**config.mk**
```make
export PLATFORM = sky130hd
export DESIGN_NAME = ifu_fetch
export DESIGN_NICKNAME = d
export VERILOG_FILES = /design/src/rtl/ifu_fetch_pkg.sv /design/src/rtl/ifu_fetch.sv
export SDC_FILE = /design/constraint.sdc
export NUM_CORES = 1
export LEC_CHECK = 0
export BUFFER_PORTS_ARGS = -buffer_cell sky130_fd_sc_hd__buf_4
export CAP_MARGIN = 5
export CORE_ASPECT_RATIO = 0.6
export CORE_MARGIN = 1.5
export CORE_UTILIZATION = 45
export CTS_CLUSTER_SIZE = 28
export DETAILED_ROUTE_END_ITERATION = 6
export GPL_TIMING_DRIVEN = 0
export MAX_ROUTING_LAYER = met4
export PLACE_DENSITY = 0.74
export SLEW_MARGIN = 20
export SYNTH_ARGS = -nofsm -noshare
export SYNTH_HDL_FRONTEND = slang
export SYNTH_SLANG_ARGS = --single-unit
```
**constraint.sdc**
```tcl
create_clock -name clk -period 2.7 [get_ports clk]
set_input_delay 0.27 -clock clk [delete_from_list [all_inputs] [get_ports clk]]
set_output_delay 0.27 -clock clk [all_outputs]
set_load 0.02 [all_outputs]
```
**src/rtl/ifu_fetch_pkg.sv**
```systemverilog
// ifu_fetch_pkg: shared fetch-stage types and constants for the RV64 NPC core.
// Revision: 1.0
`default_nettype none
`timescale 1ns/1ps

package ifu_fetch_pkg;

    typedef enum logic [2:0] {
        IDLE = 3'd0,
        REQ  = 3'd1,
        WAIT = 3'd2,
        DROP = 3'd3,
        HOLD = 3'd4
    } fetch_state_e;

    localparam logic [31:0] INST_NOP = 32'h0000_0013;

endpackage

`default_nettype wire

```
**src/rtl/ifu_fetch.sv**
```systemverilog
// ifu_fetch: single-outstanding instruction fetch with a registered decode slot and redirect squash.
// Revision: 1.0
`default_nettype none
`timescale 1ns/1ps

module ifu_fetch
    import ifu_fetch_pkg::*;
#(
    parameter logic [63:0] RESET_PC = 64'h8000_0000
) (
    input  logic        clk,
    input  logic        rst_n,
    input  logic        redirect_vld,
    input  logic [63:0] redirect_pc,
    input  logic        IDU_rdy,
    output logic        mem_req,
    output logic [63:0] mem_addr,
    input  logic        mem_gnt,
    input  logic        mem_rvld,
    input  logic [31:0] mem_rdata,
    output logic        IFU_vld,
    output logic [63:0] IFU_inst,
    output logic [63:0] IFU_pc
);

    fetch_state_e state_q, state_d;
    logic [63:0]  pc_q, pc_d;
    logic         vld_q, vld_d;
    logic [63:0]  inst_q, inst_d;
    logic [63:0]  ipc_q, ipc_d;
    logic [63:0]  target;

    assign target = redirect_pc & ~64'h3;

    always_comb begin
        state_d = state_q;
        pc_d    = pc_q;
        vld_d   = vld_q;
        inst_d  = inst_q;
        ipc_d   = ipc_q;
        case (state_q)
            IDLE: state_d = REQ;
            REQ: begin
                // Memory only samples the address on a grant, so retargeting here is safe.
                if (redirect_vld) pc_d = target;
                if (mem_gnt) state_d = redirect_vld ? DROP : WAIT;
            end
            WAIT: begin
                if (redirect_vld) begin
                    pc_d    = target;
                    state_d = mem_rvld ? REQ : DROP;
                end else if (mem_rvld) begin
                    inst_d  = {32'b0, mem_rdata};
                    ipc_d   = pc_q;
                    vld_d   = 1'b1;
                    pc_d    = pc_q + 64'd4;
                    state_d = HOLD;
                end
            end
            DROP: begin
                if (redirect_vld) pc_d = target;
                if (mem_rvld) state_d = REQ;
            end
            HOLD: begin
                if (redirect_vld) begin
                    pc_d    = target;
                    vld_d   = 1'b0;
                    state_d = REQ;
                end else if (IDU_rdy) begin
                    vld_d   = 1'b0;
                    state_d = REQ;
                end
            end
            default: state_d = IDLE;
        endcase
    end

    always_ff @(posedge clk) begin
        if (!rst_n) begin
            state_q <= IDLE;
            pc_q    <= RESET_PC;
            vld_q   <= 1'b0;
            inst_q  <= 64'd0;
            ipc_q   <= RESET_PC;
        end else begin
            state_q <= state_d;
            pc_q    <= pc_d;
            vld_q   <= vld_d;
            inst_q  <= inst_d;
            ipc_q   <= ipc_d;
        end
    end

    assign mem_req  = (state_q == REQ);
    assign mem_addr = pc_q;
    assign IFU_vld  = vld_q;
    assign IFU_inst = inst_q;
    assign IFU_pc   = ipc_q;

endmodule

`default_nettype wire

```
==> qor.txt <==
Fmax -> 0.385 GHz
area grow syn2layout -> 39.8%
hold_ws -> 0.0869 ns
nets@finish -> 1460
core area -> 16500 um2
Post-Synth XOR/XNOR Area -> 0
Synth top area share -> 0.416
Setup-failing EPs final -> 0
TritonCTS buffer count -> 17
post-synthesis mux area share -> 0.00260
DR iter-0 viols -> 1335
Peak VDD IR -> 0.000331 V
Post-synth EDFFs -> 0
final core area utilization -> 0.653
clock share of power -> 0.386
ant diodes -> 0
outcome -> complete, but fails checks
crit path cell chain -> nand4_1, or4_4, or4b_1, clkbuf_1, a21o_1, a22oi_1, nor2_1
hpwl dp -> 22.4 mm
die width -> 172 um
post-synthesis adder-cell area fraction -> 0.00163
CTS Root Cell -> clkbuf_16
Setup crit start kind -> register
Slew headroom -> 0.440
Starting Density -> 0.467
Synth area leaders -> dfxtp_1 42%, nand2_1 13%, a21oi_1 9.9%
first-pass GRT wire length -> 46.5 mm
filler cell count -> 1544
Die Area -> 17900 um2
count of cell types in the netlist -> 63
PD cells -> 559 nW/um2
worst skew pair latency -> 0.43 ns
num rows -> 36
DRC -> 1
grt ovf -> 0
Final Hold Vio Count -> 0
DIE HEIGHT -> 104 um
Worst path top cell family by delay -> simple AND/OR/NAND/NOR gates
post-synthesis simple-gate area fraction -> 0.286
Worst Path Arrival -> 2.88 ns
pin count of the biggest net entering global routing -> 17
final antenna-violating net count -> 0
register area share after synthesis -> 0.416
flop and latch count out of synthesis -> 160
Max FO, Critical Path -> 6
mapped cell area -> 7700 um2
worst min-delay path category -> input pin to register
Pleak -> 4.48 nW
initial antenna violation count -> 1
Sw Pwr -> 1.92 mW
Compound-Gate Fraction of Synth Area -> 0.215
H-tree Lvls -> 4
failing checks -> DRC
slowest cell on the critical path -> or4b_1
Max Cap Violations -> 0
I/O Pins -> 296
Setup CP Type -> register to register
CP Capture Type -> register
minimum clock period -> 2.60 ns
GR Util All Layers -> 0.346
Post-Syn Area per Cell -> 7.40 um2
Max stage delay on crit path -> 0.54 ns
Vias per Instance -> 5.77
Seq pwr share -> 0.435
CTS tree -> built
Slew Viols, Final -> 0
most area-hungry cell type in the Yosys netlist -> dfxtp_1
internal power -> 4.10 mW
Vias -> 9219
Req. time, crit path -> 2.98 ns
port buffer count -> 257
largest family of logic cells by synthesized area -> simple AND/OR/NAND/NOR gates
post-synthesis cell count -> 1041
register clock-pin slew on the reported worst setup and hold paths -> 0.07 ns
Top FF cell, synth -> dfxtp_1
CTS hold repair buffers -> 0
ys async rst share -> 0
vias in the first global route -> 8149
layout cell share with drive strength beyond 1 -> 0.286
Syn. warnings -> 0
clock sinks -> 160
Avg WL per Cell -> 19.7 um
Comb power frac -> 0.179
clk_skew -> 0.0138 ns
Net Sw Frac -> 0.319
gpl congestion -> 0.944
Worst-Margin Slew -> 0.840 ns
drt pass-1 iters -> 7
WL final -> 31.4 mm
Clock Tree Buf Depth -> 2
CP Buf/Inv Count -> 1
final worst path period share -> 0.962
-- path summary, 6_finish.rpt --
kind / from / end / slack (ns) / cells past startpoint
max: mem_addr[35]$_SDFFE_PN0P_ / mem_addr[48]$_SDFFE_PN0P_ / 0.10 / 7
min: mem_rdata[4] / IFU_inst[4]$_SDFFE_PN0P_ / 0.09 / 3
max reg2reg: mem_addr[35]$_SDFFE_PN0P_ / mem_addr[48]$_SDFFE_PN0P_ / 0.10 / 7
min reg2reg: IFU_inst[6]$_SDFFE_PN0P_ / IFU_inst[6]$_SDFFE_PN0P_ / 0.45 / 2
-- cell usage after synthesis, types with 3 or more instances --
library cell / number
nand2_1: 273
dfxtp_1: 160
a21oi_1: 153
clkbuf_1: 69
nor2_1: 50
buf_4: 37
nand3_1: 36
o21ai_0: 34
and3_1: 20
nand4_1: 20
nor3_1: 19
a31oi_1: 12
a22oi_1: 11
and4_1: 11
o22ai_1: 10
o31ai_1: 9
or4_1: 9
buf_2: 8
nor4_1: 7
o211ai_1: 7
or3_1: 6
a211oi_1: 4
a22o_1: 4
and2_1: 4
buf_1: 4
o31a_1: 4
a21o_1: 3
a32oi_1: 3
inv_1: 3
nand3b_1: 3
o211a_1: 3
-- kinds of logic (layout without fill, tap and decap cells) --
logic type | after synthesis | count (layout)
other | 1 | 36
and+or+nand+nor | 477 | 478
muxes | 2 | 2
buffers and inverters | 121 | 414
DFF | 160 | 160
AOI/OAI and AO/OA | 279 | 279
adders and majority gates | 1 | 1
-- tightest hold or removal path, stage by stage --
cell,delay (ns)
buf_4,0.11
nand2_1,0.04
a21oi_1,0.05
-- state kept, by name (all words and copies together), names as in the netlist --
register  flops
IFU_pc       62
state_q       3
IFU_inst     32
mem_addr     62
IFU_vld       1
-- layout make-up --
cell class / instances / area (um2) / area share
Inverter: 3 / 11.3 / 0.00105
Sequential cell: 160 / 3210 / 0.298
Multi-Input combinational cell: 796 / 4110 / 0.382
Clock inverter: 12 / 101 / 0.00941
Timing Repair Buffer: 263 / 1990 / 0.185
Clock buffer: 20 / 447 / 0.0415
Tap cell: 228 / 285 / 0.0265
Buffer: 116 / 613 / 0.0570
-- timing repair --
| item | CTS | global route |
|---|---|---|
| endpoints found under the hold margin | 0 | 0 |
| gates resized for setup | 20 | 32 |
| gates cloned | 0 | 1 |
| endpoints found under the setup margin | 97 | 117 |
| setup buffers | 0 | 6 |
| pin swaps | 0 | 3 |
-- routing by layer --
layer,wire (um),global-route usage,up-vias
li1,-,-,4245
met1,13000,0.490,4277
met2,13400,0.491,624
met3,4190,0.0708,73
met4,788,0.107,0
met5,0,-,-
-- stage by stage --
step	worst slack, ns	area [um2]	total power [mW]	instances	TNS (ns)
CTS	0.00512	10600	5.95	1592	0
finish	0.102	10800	6.02	1598	0
floorplan	0.226	7830	3.19	1076	0
detailed placement	-0.435	10100	3.69	1561	-19.78
global route	-0.0111	10800	6.17	1598	-0.0207
global placement	-0.651	10000	3.68	1561	-33.74
-- power groups by stage --
stage | Combinational, mW | Clock, mW | Sequential [mW]
2_1_floorplan | 0.477 | 0 | 2.72
3_3_place_gp | 1.02 | 0 | 2.66
3_5_place_dp | 1.03 | 0 | 2.66
4_1_cts | 1.04 | 2.30 | 2.61
5_1_grt | 1.14 | 2.41 | 2.63
6_report | 1.08 | 2.32 | 2.62
-- cell usage in the layout (no fill, tap or decap), drive strengths merged, types with 3 or more instances in the layout --
| cell type | n |
|---|---|
| o31ai | 9 |
| a21oi | 153 |
| and4 | 13 |
| buf | 310 |
| or4 | 9 |
| a31oi | 12 |
| clkinvlp | 5 |
| a22o | 4 |
| and2 | 4 |
| inv | 7 |
| o31a | 4 |
| o22ai | 10 |
| a32oi | 3 |
| o211a | 3 |
| nor2 | 50 |
| a21o | 3 |
| nand3 | 36 |
| clkinv | 3 |
| dfxtp | 160 |
| o21ai | 34 |
| o211ai | 7 |
| nand3b | 3 |
| or3 | 6 |
| nor4 | 7 |
| nor3 | 20 |
| a211oi | 4 |
| a22oi | 11 |
| clkbuf | 89 |
| nand2 | 273 |
| conb | 36 |
| and3 | 22 |
| or2 | 3 |
| nand4 | 23 |
No activity file was read; power rests on OpenSTA's default activity.
